===== config.mk =====
export PLATFORM = sky130hd
export DESIGN_NAME = ps2_key_sequencer
export DESIGN_NICKNAME = d
export VERILOG_FILES = /design/src/rtl/ps2_pkg.sv /design/src/rtl/ps2_evt_fifo.sv /design/src/rtl/ps2_key_sequencer.sv
export SDC_FILE = /design/constraint.sdc
export NUM_CORES = 1
export LEC_CHECK = 0
export ABC_AREA = 1
export CAP_MARGIN = 20
export CELL_PAD_IN_SITES_DETAIL_PLACEMENT = 1
export CELL_PAD_IN_SITES_GLOBAL_PLACEMENT = 1
export CORE_UTILIZATION = 40
export CTS_BUF_LIST = sky130_fd_sc_hd__clkbuf_4 sky130_fd_sc_hd__clkbuf_8
export CTS_CLUSTER_DIAMETER = 40
export DETAILED_ROUTE_END_ITERATION = 6
export GPL_TIMING_DRIVEN = 0
export PLACE_DENSITY_LB_ADDON = 0.2
export SYNTH_ARGS = -nofsm -noshare
export SYNTH_HDL_FRONTEND = slang
export SYNTH_SLANG_ARGS = --single-unit
export TNS_END_PERCENT = 20

===== constraint.sdc =====
create_clock -name dspclk -period 2.4 [get_ports dspclk]
set_clock_uncertainty 0.05 [all_clocks]
set_input_delay 0.48 -clock dspclk [delete_from_list [all_inputs] [get_ports dspclk]]
set_output_delay 0.48 -clock dspclk [all_outputs]
set_load 0.01 [all_outputs]

===== src/rtl/ps2_pkg.sv =====
// Shared constants, FSM encoding and event type for the PS/2 key sequencer.
package ps2_pkg;

    localparam logic [7:0] PFX_EXT = 8'hE0;
    localparam logic [7:0] PFX_BRK = 8'hF0;
    localparam logic [7:0] ERR_LO  = 8'h00;
    localparam logic [7:0] ERR_HI  = 8'hFF;

    typedef enum logic [1:0] {
        IDLE    = 2'd0,
        EXT     = 2'd1,
        BRK     = 2'd2,
        EXT_BRK = 2'd3
    } state_e;

    typedef struct packed {
        logic       ext;
        logic       brk;
        logic [7:0] code;
    } evt_t;

    function automatic logic is_err_code(input logic [7:0] b);
        return (b == ERR_LO) || (b == ERR_HI);
    endfunction

endpackage


===== src/rtl/ps2_evt_fifo.sv =====
// Synchronous event FIFO with registered storage; a push to a full queue
// succeeds only when a pop happens on the same edge.
module ps2_evt_fifo
    import ps2_pkg::*;
#(
    parameter int DEPTH = 4
) (
    input  logic clk,
    input  logic rst_n,
    input  logic push,
    input  evt_t din,
    input  logic pop,
    output evt_t dout,
    output logic full,
    output logic empty
);

    localparam int AW = $clog2(DEPTH);

    evt_t            mem_q [DEPTH];
    evt_t            mem_d [DEPTH];
    logic [AW-1:0]   wr_ptr_q, wr_ptr_d;
    logic [AW-1:0]   rd_ptr_q, rd_ptr_d;
    logic [AW:0]     cnt_q, cnt_d;
    logic            do_push, do_pop;

    assign full    = (cnt_q == (AW+1)'(DEPTH));
    assign empty   = (cnt_q == '0);
    assign do_pop  = pop && !empty;
    assign do_push = push && (!full || do_pop);
    // Head reads as zero when empty so the consumer never sees stale events.
    assign dout    = empty ? '0 : mem_q[rd_ptr_q];

    always_comb begin
        mem_d    = mem_q;
        wr_ptr_d = wr_ptr_q;
        rd_ptr_d = rd_ptr_q;
        cnt_d    = cnt_q;
        if (do_push) begin
            mem_d[wr_ptr_q] = din;
            wr_ptr_d        = wr_ptr_q + 1'b1;
        end
        if (do_pop) rd_ptr_d = rd_ptr_q + 1'b1;
        case ({do_push, do_pop})
            2'b10:   cnt_d = cnt_q + 1'b1;
            2'b01:   cnt_d = cnt_q - 1'b1;
            default: cnt_d = cnt_q;
        endcase
    end

    always_ff @(posedge clk or negedge rst_n) begin
        if (!rst_n) begin
            for (int i = 0; i < DEPTH; i++) mem_q[i] <= '0;
            wr_ptr_q <= '0;
            rd_ptr_q <= '0;
            cnt_q    <= '0;
        end else begin
            mem_q    <= mem_d;
            wr_ptr_q <= wr_ptr_d;
            rd_ptr_q <= rd_ptr_d;
            cnt_q    <= cnt_d;
        end
    end

endmodule


===== src/rtl/ps2_key_sequencer.sv =====
// PS/2 scan-code sequencer: decodes E0/F0 prefixes into make/break events.
// Define PS2_TYPEMATIC_FILTER_EN to suppress repeated makes of a held key.
module ps2_key_sequencer
    import ps2_pkg::*;
#(
    parameter int TIMEOUT_CYC = 200000,
    parameter int FIFO_DEPTH  = 4
) (
    input  logic       dspclk,
    input  logic       reset,
    input  logic       rx_valid,
    input  logic [7:0] rx_data,
    input  logic       rx_pari_err,
    output logic       evt_valid,
    input  logic       evt_ready,
    output logic [7:0] evt_code,
    output logic       evt_break,
    output logic       evt_ext,
    output logic [7:0] led,
    output logic       err,
    output logic       overflow,
    input  logic       clr
);

    localparam int TW = $clog2(TIMEOUT_CYC + 1);

    // Async assert, dspclk-synchronised release of the internal reset.
    logic [1:0] rst_sync_q, rst_sync_d;
    logic       rst_n;
    assign rst_sync_d = {rst_sync_q[0], 1'b1};
    assign rst_n      = rst_sync_q[1];

    always_ff @(posedge dspclk or negedge reset) begin
        if (!reset) rst_sync_q <= '0;
        else        rst_sync_q <= rst_sync_d;
    end

    state_e        state_q, state_d;
    logic [TW-1:0] tmo_q, tmo_d;
    logic          err_q, err_d, ovf_q, ovf_d;
    logic [7:0]    led_q, led_d;
    logic          err_set, push_req, push, fifo_full, fifo_empty, pop;
    evt_t          push_evt, head;

    always_comb begin
        state_d  = state_q;
        tmo_d    = tmo_q;
        err_set  = 1'b0;
        push_req = 1'b0;
        push_evt = '0;
        if (rx_valid) begin
            tmo_d = '0;
            if (rx_pari_err) begin
                err_set = 1'b1;
                state_d = IDLE;
            end else begin
                push_evt.code = rx_data;
                case (state_q)
                    IDLE: begin
                        if (rx_data == PFX_EXT)      state_d = EXT;
                        else if (rx_data == PFX_BRK) state_d = BRK;
                        else if (is_err_code(rx_data)) err_set = 1'b1;
                        else push_req = 1'b1;
                    end
                    EXT: begin
                        if (rx_data == PFX_BRK)      state_d = EXT_BRK;
                        else if (rx_data == PFX_EXT) state_d = EXT;
                        else begin
                            state_d = IDLE;
                            if (is_err_code(rx_data)) err_set = 1'b1;
                            else begin
                                push_req     = 1'b1;
                                push_evt.ext = 1'b1;
                            end
                        end
                    end
                    BRK, EXT_BRK: begin
                        state_d = IDLE;
                        if (is_err_code(rx_data) || rx_data == PFX_EXT || rx_data == PFX_BRK)
                            err_set = 1'b1;
                        else begin
                            push_req     = 1'b1;
                            push_evt.brk = 1'b1;
                            push_evt.ext = (state_q == EXT_BRK);
                        end
                    end
                    default: state_d = IDLE;
                endcase
            end
        end else if (state_q != IDLE) begin
            if (tmo_q == TW'(TIMEOUT_CYC - 1)) begin
                state_d = IDLE;
                err_set = 1'b1;
                tmo_d   = '0;
            end else begin
                tmo_d = tmo_q + 1'b1;
            end
        end
    end

`ifdef PS2_TYPEMATIC_FILTER_EN
    logic       last_vld_q, last_vld_d;
    logic [8:0] last_q, last_d;
    logic       dup;

    assign dup  = last_vld_q && !push_evt.brk && (last_q == {push_evt.ext, push_evt.code});
    assign push = push_req && !dup;

    always_comb begin
        last_vld_d = last_vld_q;
        last_d     = last_q;
        if (push && !push_evt.brk) begin
            last_vld_d = 1'b1;
            last_d     = {push_evt.ext, push_evt.code};
        end else if (push && push_evt.brk && last_q == {push_evt.ext, push_evt.code}) begin
            last_vld_d = 1'b0;
        end
    end

    always_ff @(posedge dspclk or negedge rst_n) begin
        if (!rst_n) begin
            last_vld_q <= 1'b0;
            last_q     <= '0;
        end else begin
            last_vld_q <= last_vld_d;
            last_q     <= last_d;
        end
    end
`else
    assign push = push_req;
`endif

    assign pop = !fifo_empty && evt_ready;

    always_comb begin
        led_d = led_q;
        if (push && !push_evt.brk)                       led_d = push_evt.code;
        else if (push && push_evt.brk && push_evt.code == led_q) led_d = 8'h00;
        err_d = clr ? 1'b0 : err_q;
        if (err_set) err_d = 1'b1;
        ovf_d = clr ? 1'b0 : ovf_q;
        if (push && fifo_full && !pop) ovf_d = 1'b1;
    end

    always_ff @(posedge dspclk or negedge rst_n) begin
        if (!rst_n) begin
            state_q <= IDLE;
            tmo_q   <= '0;
            err_q   <= 1'b0;
            ovf_q   <= 1'b0;
            led_q   <= 8'h00;
        end else begin
            state_q <= state_d;
            tmo_q   <= tmo_d;
            err_q   <= err_d;
            ovf_q   <= ovf_d;
            led_q   <= led_d;
        end
    end

    ps2_evt_fifo #(.DEPTH(FIFO_DEPTH)) u_fifo (
        .clk   (dspclk),
        .rst_n (rst_n),
        .push  (push),
        .din   (push_evt),
        .pop   (pop),
        .dout  (head),
        .full  (fifo_full),
        .empty (fifo_empty)
    );

    assign evt_valid = !fifo_empty;
    assign evt_code  = head.code;
    assign evt_break = head.brk;
    assign evt_ext   = head.ext;
    assign led       = led_q;
    assign err       = err_q;
    assign overflow  = ovf_q;

endmodule


======== Word level (Yosys, flattened, before mapping) ========
Index checks and enable logic that the tools add are counted.
word-level totals
  output and inout bits ................... 21
  logic and storage cells ................. 122
  register bits after elaboration ......... 79
  input bits .............................. 14
cells by class
  reductions and logical operators ........ 29
  magnitude comparators ................... 3
  equality and inequality tests ........... 12
  bitwise gates (word level) .............. 2
  $add $sub $neg .......................... 5
  mux-type cells .......................... 50
operators with widths
  cell                                                              number
  10-bit 2-to-1 mux                                                 6
  18-bit 2-to-1 mux                                                 3
  40-bit bitwise mux                                                1
  8-bit == test (second input constant)                             3
  1-bit 2-to-1 mux                                                  23
  10-bit binary-select mux with 2-bit select                        1
  10-bit demux with 2-bit select                                    1
  18-bit by 1-bit adder with 18-bit output (second input constant)  1
  18-bit == test (second input constant)                            1
  2-bit 2-to-1 mux                                                  8
  8-bit 2-to-1 mux                                                  2
  2-bit nonzero test                                                7
  1-bit logical AND                                                 9
  8-bit == test                                                     1
  8-bit logical NOT                                                 1
  2-bit == test (second input constant)                             3
  3-bit >= comparator (second input constant)                       2
  2-bit NOT with 3-bit output                                       2
  1-bit one-hot mux with 3 select lines                             2
  2-bit one-hot mux with 3 select lines                             1
  3-bit one-hot mux with 2 select lines                             1
  5-bit != test (second input constant)                             1
  2-bit by 1-bit adder with 2-bit output (second input constant)    2
  2-bit by 1-bit == test with 1-bit output (second input constant)  2
  11 further kinds                                                  17

======== Depth between registers and ports, before layout ========
  word-level depth ........................ 12
  mapped depth ............................ 13

======== Modules after synthesis ========
From an unflattened synthesis, not the netlist that was laid out.
unflattened totals
  cells, all modules ...................... 605
  area, all modules ....................... 4609.4 µm²
modules (own cells, without submodules)
  module             seq. area each (µm²)  times used  cells each  area each (µm²)
  ps2_evt_fifo       1176.1                1           313         2506.2
  ps2_key_sequencer  800.8                 1           292         2103.3

======== Worst setup path after synthesis ========
Ideal clock, no wire load.
  kind .................................... input-to-reg
  from .................................... input rx_data[1]
  to ...................................... register u_fifo.cnt_q[2]
  path buffers ............................ 0
  arrival ................................. 2089 ps
  stages .................................. 13
  required time ........................... 2219 ps
  setup time .............................. 131 ps
  slack ................................... 130 ps
  cells stage by stage .................... inv_2 -> nand2_1 -> nor2_2 -> nand3_1 -> nand2_1 -> nor2_8 -> nand2_1 -> ha_1 -> inv_1 -> fa_1 -> a21oi_1 -> o21ai_0 -> xor2_1
between the ends
  longest elaborated chain between the ends .. 11
  elaborated cells between the ends (all ways) .. 21
RTL lines
  element                                                                      RTL line                                                                   RTL
  from (decl)                                                                  ps2_key_sequencer.sv:12                                                    input logic [7:0] rx_data,
  8-bit == test or 8-bit logical NOT (tied branches)                           ps2_pkg.sv:23                                                              return (b == ERR_LO) || (b == ERR_HI);
  1-bit logical OR                                                             ps2_pkg.sv:23
  1-bit 2-to-1 mux or 1-bit logical OR (tied branches)                         ps2_key_sequencer.sv:62, ps2_key_sequencer.sv:70, ps2_key_sequencer.sv:79
  1-bit 2-to-1 mux (tied with other cells)                                     ps2_key_sequencer.sv:67                                                    else if (rx_data == PFX_EXT) state_d = EXT;
  1-bit 2-to-1 mux, on equally long branches                                   ps2_key_sequencer.sv:66, ps2_key_sequencer.sv:60, ps2_key_sequencer.sv:79
  1-bit one-hot mux with 3 select lines (*)                                    ps2_key_sequencer.sv:58                                                    case (state_q)
  1-bit 2-to-1 mux (*)                                                         ps2_key_sequencer.sv:53                                                    if (rx_pari_err) begin
  1-bit 2-to-1 mux (*)                                                         ps2_key_sequencer.sv:51                                                    if (rx_valid) begin
  1-bit logical AND (*)                                                        ps2_evt_fifo.sv:30                                                         assign do_push = push && (!full || do_pop);
  2-bit by 1-bit == test with 1-bit output or 2-bit == test (tied branches)    ps2_evt_fifo.sv:44                                                         case ({do_push, do_pop})
  3-bit one-hot mux with 2 select lines or 2-bit nonzero test (tied branches)  -
  to (signal assigned)                                                         ps2_evt_fifo.sv:61                                                         cnt_q <= cnt_d;
  to (decl)                                                                    ps2_evt_fifo.sv:24                                                         logic [AW:0] cnt_q, cnt_d;
Mark *: on every way between the ends. The rest lies on a longest branch, timed or not.
A chain may end at the register's enable or synchronous reset.

======== Worst setup path in the final report ========
  from .................................... input rx_data[6]
  to ...................................... register u_fifo.cnt_q[2]
The elaborated chain is that of the path after synthesis.

==> results.sh <==
export IMPL_status="completed"
export IMPL_critical_path_most_common_cell="nand2_1"
export IMPL_end_kind="flip-flop"
export IMPL_dp_slack_ns=-0.727
export IMPL_grt_overflow_total=0
export IMPL_fill_cells=1262
export IMPL_yosysWarnings=0
export IMPL_syn_inst=546
export IMPL_clockBufferDepth=2
export IMPL_postSynthAreaPerCell_um2=7.65
export IMPL_synth_area_leaders="dfrtp_1 (47%), nand2_1 (12%), nor2_1 (6.9%), nand3_1 (4.8%), o21ai_1 (4.8%)"
export IMPL_synth_edff_count=0
export IMPL_setup_worst_path_class="input pin to flip-flop"
export IMPL_synth_common_cells="nand2_1 (139), dfrtp_1 (79), nor2_1 (77)"
export IMPL_synth_cell_type_count=31
export IMPL_syn_nets=567
export IMPL_via_count=3790
export IMPL_drive_above_1_share_pct=12.1
export IMPL_design_power_total_mw=5.01
export IMPL_cts_buffers=9
export IMPL_grt_usage_pct=22.6
export IMPL_cts_max_level=3
export IMPL_finalSetupViolations=0
export IMPL_fp_coreArea_um2=9950
export IMPL_rrSetupSlack_ns=0.17
export IMPL_critPathRequiredTime_ns=2.59
export IMPL_ant_nets=0
export IMPL_postLayoutSetupSlackWorst_ns=0.104
export IMPL_min_path_type="flip-flop to async pin"
export IMPL_cap_violations=0
export IMPL_rows=36
export IMPL_nets=618
export IMPL_portBuffers=33
export IMPL_drc=0
export IMPL_die_w_um=104
export IMPL_fin_crit_sh_pct=95.7
export IMPL_yosysMostFrequentCell="nand2_1"
export IMPL_crit_slowest_cell="fa_2"
export IMPL_syn_area_um2=4180
export IMPL_grt_pass1_wl_um=19300
export IMPL_placed_cells=713
export IMPL_clk_pin_slew_ns=0.09
export IMPL_drv_slew=0
export IMPL_vdd_drop_max_mv=0.422
export IMPL_fin_cells=735
export IMPL_ys_seq_area_share_pct=47.3
export IMPL_cp_max_fo=7
export IMPL_startpoint_type="input pin"
export IMPL_dp_hpwl_um=8230
export IMPL_antenna_found_initial=0
export IMPL_grt_max_degree=70
export IMPL_fp_dieArea_um2=10900
export IMPL_synth_main_ff_cell="dfrtp_1"
export IMPL_drt_pass1_iterations=4
export IMPL_clk_latency_ns=0.36
export IMPL_wirelength_um=11600
export IMPL_place_congestion=0.847
export IMPL_cts_sinks=79
export IMPL_hold_viol=0
export IMPL_initial_core_util_pct=41.9
export IMPL_crit_chain="dlygate4sd2_1, nand2_1, nor2_2, nand2_1, nand2_4, nor2_8, nand2_2, ha_1, inv_1, fa_2, a21oi_1, o21ai_1, xor2_1"
export IMPL_hold_buffers=0
export IMPL_synth_top_area_share_pct=47.3
export IMPL_synth_seq_cells=79
export IMPL_cts_root_buf="clkbuf_8"
export IMPL_grt_pass1_vias=3910
export IMPL_n_antenna_cell=0
export IMPL_fin_crit_ns=2.30
export IMPL_yosys_area_top_type="dfrtp_1"
export IMPL_fmax_ghz=0.436
export IMPL_synthArstFlopShare_pct=100
export IMPL_io_pin_count=35
export IMPL_cp_arrival_ns=2.48
export IMPL_area_growth_pct=20.3
export IMPL_p_leak_nw=2.38
export IMPL_wire_per_inst_um=15.7
export IMPL_vias_per_cell=5.16
export IMPL_powerDensity_nw_per_um2=997
export IMPL_die_y_um=104
export IMPL_final_util_pct=50.5
export IMPL_cts_tree="yes"
export IMPL_max_stage_delay_ns=0.35
export IMPL_drt_iter0_drc=166
## kinds of logic after synthesis
kind of cell | after synthesis | share of synthesized area, %
adder cells (fa/ha/maj) | 7 | 2.28
buffers and inverters | 72 | 7.10
AO/OA/AOI/OAI | 91 | 11.4
other | 1 | 0.0898
AND/OR/NAND/NOR | 287 | 29.9
flip-flops | 79 | 47.3
XOR/XNOR | 9 | 1.89
## worst max-delay path, delay by kind of cell
| family | cells | cell delay (ns) |
|---|---|---|
| XOR/XNOR | 1 | 0.14 |
| AND/OR/NAND/NOR | 6 | 0.70 |
| buffers and inverters | 2 | 0.37 |
| AO/OA/AOI/OAI | 2 | 0.26 |
| adder cells (fa/ha/maj) | 2 | 0.52 |
## power by group
part,internal [mW],switching [mW],leakage (nW)
clock,0.605,0.526,0.110
combinational,0.786,1.11,1.22
sequential,1.72,0.259,1.05
## worst paths after layout
check	cells past startpoint	to	startpoint
setup reg to reg	9	u_fifo.cnt_q[2]	u_fifo.cnt_q[0]
max in group asynchronous	1	u_fifo.rd_ptr_q[0]	rst_sync_q[1]
setup / recovery	13	u_fifo.cnt_q[2]	rx_data[6]
hold reg to reg	0	led[5]	rst_sync_q[1]
min in group dspclk	0	rst_sync_q[1]	rst_sync_q[0]
hold / removal	0	led[5]	rst_sync_q[1]
## sequential cells by signal, summed over array words and instances (netlist names)
signal           cells
u_fifo.mem_q        40
u_fifo.cnt_q         3
state_q              2
overflow             1
u_fifo.wr_ptr_q      2
u_fifo.rd_ptr_q      2
led                  8
err                  1
rst_sync_q           2
tmo_q               18
## timing repair
item / CTS / global route
setup endpoints to repair: 12 / 2
resized for setup: 38 / 13
pin swaps: 1 / 3
setup buffers: 0 / 6
## cell type report
cell class                 instances  area (um^2)  share of cell area, %
clock buffer                      10          131                   2.62
inverter                          53          201                   4.01
multi-input combinational        395         1940                   38.7
sequential                        79         1980                   39.5
clock inverter                     6         93.8                   1.87
timing repair buffer              40          375                   7.47
buffer                            19          129                   2.57
tap                              133          166                   3.31
## routing by layer
metal,wire length [um],vias to the layer above,GRT usage (%)
li1,-,1862,-
met1,5250,1860,29.5
met2,5810,54,39.0
met3,369,14,3.51
met4,139,0,6.12
met5,0,-,0
## through the flow
stage	area [um^2]	hold slack (ns)	TNS [ns]
finish	5020	0.108	0
floorplan	4180	0.134	0
global placement	4670	0.289	-1.89
CTS	4950	0.112	0
detailed placement	4700	0.115	-2.48
global route	5020	0.116	-0.0176
## cell usage in the layout, fill, tap and decap left out, drive strengths merged, types with 14 or more instances in the layout
cell / instances
o21ai: 72
inv: 54
nand2: 141
dfrtp: 79
nor2: 81
clkdlybuf4s50: 14
nand3: 46
clkbuf: 18
dlygate4sd2: 16
buf: 20
a21oi: 16
No activity file was read; power rests on OpenSTA's default activity.
==> edit 1, RTL diff (same flow settings) <==
Re-encode `state_e` (4 states) as one-hot, 4 bits wide.
--- a/src/rtl/ps2_pkg.sv
+++ b/src/rtl/ps2_pkg.sv
@@ -7,9 +7,9 @@
     localparam logic [7:0] ERR_HI  = 8'hFF;
 
-    typedef enum logic [1:0] {
-        IDLE    = 2'd0,
-        EXT     = 2'd1,
-        BRK     = 2'd2,
-        EXT_BRK = 2'd3
+    typedef enum logic [3:0] {
+        IDLE    = 4'b0001,
+        EXT     = 4'b0010,
+        BRK     = 4'b0100,
+        EXT_BRK = 4'b1000
     } state_e;
 
Check against the original RTL: same outputs for any inputs over 4 cycles, from zero or initial values and one cycle with reset low; so few cycles prove little.
==> edit 1 against the unedited design <==
  * Sequential cell count up 2
  * Cell area up 3.8%
  * Total power down 0.17%
  * Synthesized area up 4.9%
  * Setup slack worse by 0.034 ns
  * Combinational power up 11%
  * Sequential share of layout area down 0.46 points
  * Wire length up 6.2%
  * Largest power group is now combinational logic
==> edit 1: results (changes against the unedited design) <==
Place
  – Routability cong.: 0.746 (-12%)
  – Placed insts: 745 (+4.5%)
  – DP Wirelength: 9100 um (+11%)
  – Dpl ws: -0.798 ns (-0.0710 ns)
  – Placed instance area: 4920 um2 (+4.7%)
  – Buffers added on ports: 34 (+3.0%)

Critical path
  – Crit path from: state_q[0]$_DFFE_PN1P_
  – Worst Setup EP: u_fifo.cnt_q[1]$_DFFE_PN0P_
  – Worst Path Max Fanout: 10 (+3)
  – Worst path max stage delay: 0.55 ns (+0.20 ns)
  – Worst R2R Setup Slack: 0.07 ns (-0.10 ns)
  – Worst path slowest cell: dfstp_2

Synth
  – Synth top cells by count: 138 x nand2_1, 82 x nor2_1, 80 x dfrtp_1
  – Avg Cell Area, Syn: 7.63 um2 (-0.20%)
  – Main area contributors after synthesis: dfrtp_1 46%, nand2_1 12%, nor2_1 7.0%
  – Mapped Nets: 595 (+4.9%)

GRT
  – First-pass GRT wire length: 20,500 um (+5.9%)

Routing
  – DR WL/cell: 16.0 um (+1.7%)
  – DR vias: 4,038 (+6.5%)
  – Vias per cell: 5.26 (+2.1%)
  – Initial drt markers: 189 (+14%)

Status
  – Status: complete, no violations

Finish
  – # fillers: 1,357 (+7.5%)
  – Share of cells above drive strength 1: 12.2% (+0.077 points)

Power
  – Maximum VDD drop: 553 uV (+31%)
  – Leakage: 2.45 nW (+2.7%)
==> edit 1: changes by cell type in the layout (fill, tap and decap cells not counted), moves of 3 or more <==
cell and delta:
nand4_1 +7, clkbuf_2 -3, o21ai_0 +7, inv_2 -3, nand3_2 +6, inv_1 +5
o22ai_1 +3, nand3b_1 -3, nor3_1 -5, nor2_1 +5
==> edit 1: cells by family (layout without fill, tap and decap cells) <==
kind of cell    Yosys count  count (layout)  synth area share [%]
compound gates           99              99                  11.4
xor+xnor                 10              10                  2.00
fa+ha+maj                 7               7                  2.17
buf+inv                  75             132                  6.88
flops                    81              81                  46.3
other cells               1               1                0.0856
simple gates            301             301                  31.1
==> edit 1: cell type report <==
type | instances | share of cell area [%]
clock buffers | 10 | 2.64
repair buffers | 41 | 7.54
multi-input cells | 418 | 40.1
plain buffers | 20 | 2.59
clock inverters | 6 | 0.840
well taps | 136 | 3.26
flip-flops and latches | 81 | 39.0
inverters | 55 | 4.01
==> edit 1: power groups by stage <==
stage | combinational (mW) | sequential [mW] | clock (mW)
final | 2.10 | 1.96 | 0.938
after global routing | 2.36 | 2.00 | 1.01
after CTS | 2.06 | 1.96 | 0.964
after detailed placement | 2.05 | 1.98 | 0
after global placement | 1.95 | 1.97 | 0
after floorplan | 1.24 | 1.94 | 0
==> edit 1: worst min-delay path by stage <==
stage	to	cells past startpoint	startpoint	slack, ns
3_5_place_dp	overflow$_DFFE_PN0P_	0	rst_sync_q[1]$_DFF_PN0_	0.15
4_1_cts	overflow$_DFFE_PN0P_	0	rst_sync_q[1]$_DFF_PN0_	0.15
3_3_place_gp	rst_sync_q[1]$_DFF_PN0_	0	rst_sync_q[0]$_DFF_PN0_	0.29
2_1_floorplan	rst_sync_q[0]$_DFF_PN0_	0	reset	0.13
6_report	overflow$_DFFE_PN0P_	0	rst_sync_q[1]$_DFF_PN0_	0.15
5_1_grt	u_fifo.cnt_q[1]$_DFFE_PN0P_	0	rst_sync_q[1]$_DFF_PN0_	0.17
==> edit 1: stage by stage <==
stage	util (%)	power, mW
final	49.8	5.00
after global routing	49.8	5.37
after CTS	49.2	4.98
after detailed placement	47.0	4.03
after global placement	46.8	3.93
after floorplan	-	3.18
==> edit 1: what timing repair did <==
action                     in CTS  in global routing
resized for setup              40                 14
setup buffers                   2                  4
setup endpoints to repair      12                  3
pin swaps                       2                  5
==> edit 1: per-layer routing <==
layer	wire length, um	vias up	part of all wire (%)	GRT usage [%]
met5	0	-	0	0
met1	5690	2012	46	30.2
met2	6090	52	50	40.0
li1	-	1962	-	-
met3	348	12	2.8	4.01
met4	145	0	1.2	6.65
==> edit 2, RTL diff (same flow settings) <==
Without the edit above. The parameter `TIMEOUT_CYC` goes from 200000 to 400000.
--- a/src/rtl/ps2_key_sequencer.sv
+++ b/src/rtl/ps2_key_sequencer.sv
@@ -4,5 +4,5 @@
     import ps2_pkg::*;
 #(
-    parameter int TIMEOUT_CYC = 200000,
+    parameter int TIMEOUT_CYC = 400000,
     parameter int FIFO_DEPTH  = 4
 ) (
Check against the original RTL: same outputs for any inputs over 4 cycles, from zero or initial values and one cycle with reset low; that may be too few to reach the edited logic, so the function may still have changed.
==> edit 2 against the unedited design <==
  * Hold slack gained 0.033 ns
  * Via count increased by 1.5%
  * Count of clock-buffer cells in the layout down 1
  * Setup slack gained 0.033 ns
  * Cell area shrank 0.57%
  * Total power is 3.4% lower
  * Core utilization down 1.9 points
  * Wire length increased by 0.21%
  * Synthesized area up 1.3%
  * Sequential cell count increased by 1
==> edit 2: results (changes against the unedited design) <==
Finish
  – Share of cells above drive strength 1: 11.3% (-0.85 points)
  – Nets@finish: 619 (+0.16%)
  – Max reg flops: 40 (unchanged)
  – # fillers: 1,284 (+1.7%)

Synth
  – Main area contributors after synthesis: dfrtp_1 47%, nand2_1 12%, nor2_1 7.4%
  – Sequential share of the synthesized area: 47.3% (about the same)
  – YS warnings: 0 (unchanged)
  – Mapped Nets: 573 (+1.1%)
  – Synth top cells by count: 138 x nand2_1, 83 x nor2_1, 80 x dfrtp_1
  – Netlist cell types: 34 (+9.7%)

Timing
  – Final Setup Violations: 0 (unchanged)
  – Slew @ Worst Pin: about 0.5 ns
  – Max Clk Rate: 442 MHz (+1.5%)

Critical path
  – Crit path from: rx_data[0]
  – Worst Path Max Fanout: 8 (+1)
  – Reg-to-reg endpoint: u_fifo.cnt_q[2]$_DFFE_PN0P_
  – Worst R2R Setup Slack: 0.26 ns (+0.09 ns)
  – Critical path capture point type: flop

Place
  – Routability cong.: 0.790 (-6.8%)
  – Dpl ws: -0.663 ns (+0.0646 ns)
  – DP Wirelength: 8440 um (+2.5%)

Power
  – Maximum VDD drop: 398 uV (-5.9%)
  – Leakage: 2.32 nW (-2.4%)

Routing
  – WL met1: 5260 um (about the same)
  – Met2 WL post-DR: 5880 um (+1.3%)
  – Met3 WL post-DR: 289 um (-22%)
  – DR vias: 3,846 (+1.5%)
  – DR WL/cell: 15.7 um (-0.33%)
  – Initial drt markers: 108 (-35%)

Clocking
  – TritonCTS Buffers: 9 (unchanged)
  – Postcts setup bufs: 1 (+1)
  – Clock slew seen by the registers of the worst setup and hold paths: ~0.10 ns
  – CTS Buffer Depth: 2 (unchanged)
  – Post-CTS sizing: 34 (-11%)

GRT
  – Largest net degree at the start of global routing: 65 (-7.1%)
  – Total Routing Usage GR: 22.8% (+0.21 points)
  – First-pass GRT wire length: 19,700 um (+2.1%)
  – Vias in the first global route: 4,079 (+4.3%)
  – GR Util met3: 3.56% (+0.047 points)
  – Grt met2 use: 39.4% (+0.36 points)
  – Met1 Resource Use GR: 29.2% (-0.32 points)

Status
  – Status: complete, no violations

Die
  – Core footprint: 10,300 um2 (+3.2%)
==> edit 2: cell type report <==
class                   count  area (um2)  share of cell area [%]
flip-flops and latches     80        2010                    40.2
multi-input cells         402        1950                    39.1
repair buffers             35         347                    6.94
inverters                  50         190                    3.81
well taps                 136         170                    3.41
plain buffers              20         139                    2.78
clock buffers               9         124                    2.48
clock inverters             7        66.3                    1.33
==> edit 2: logic make-up (layout without fill, tap and decap cells) <==
| group | count (synthesis) | in the layout | synth area share (%) |
|---|---|---|---|
| compound gates | 90 | 90 | 11.0 |
| xor+xnor | 9 | 9 | 1.86 |
| fa+ha+maj | 7 | 7 | 2.25 |
| buf+inv | 70 | 121 | 6.98 |
| flops | 80 | 80 | 47.3 |
| other cells | 1 | 1 | 0.0886 |
| simple gates | 295 | 295 | 30.5 |
==> edit 2: through the flow <==
stage	area [um2]	hold WS [ns]	power, mW	cells
floorplan	4230	0.134	3.13	552
global placement	4730	0.287	3.79	721
detailed placement	4760	0.152	3.90	722
CTS	4970	0.156	4.86	739
global route	4990	0.161	5.23	739
finish	4990	0.141	4.84	739
==> edit 2: report_power, final <==
part	switching, mW	total (mW)	internal (mW)
Clock	0.576	0.971	0.395
Sequential	0.259	1.99	1.74
Combinational	1.08	1.87	0.795
Total	1.91	4.84	2.93
==> edit 2: critical path, cell delays in order <==
cell and delay, ns:
dlygate4sd2_1 0.30, inv_1 0.08, nand2_1 0.06, nor2_2 0.15
nand2_1 0.10, nand3_2 0.13, nor2_8 0.07, nand2_2 0.11
ha_1 0.16, inv_1 0.08, fa_2 0.36, a21oi_2 0.14
o21ai_1 0.10, xor2_1 0.15
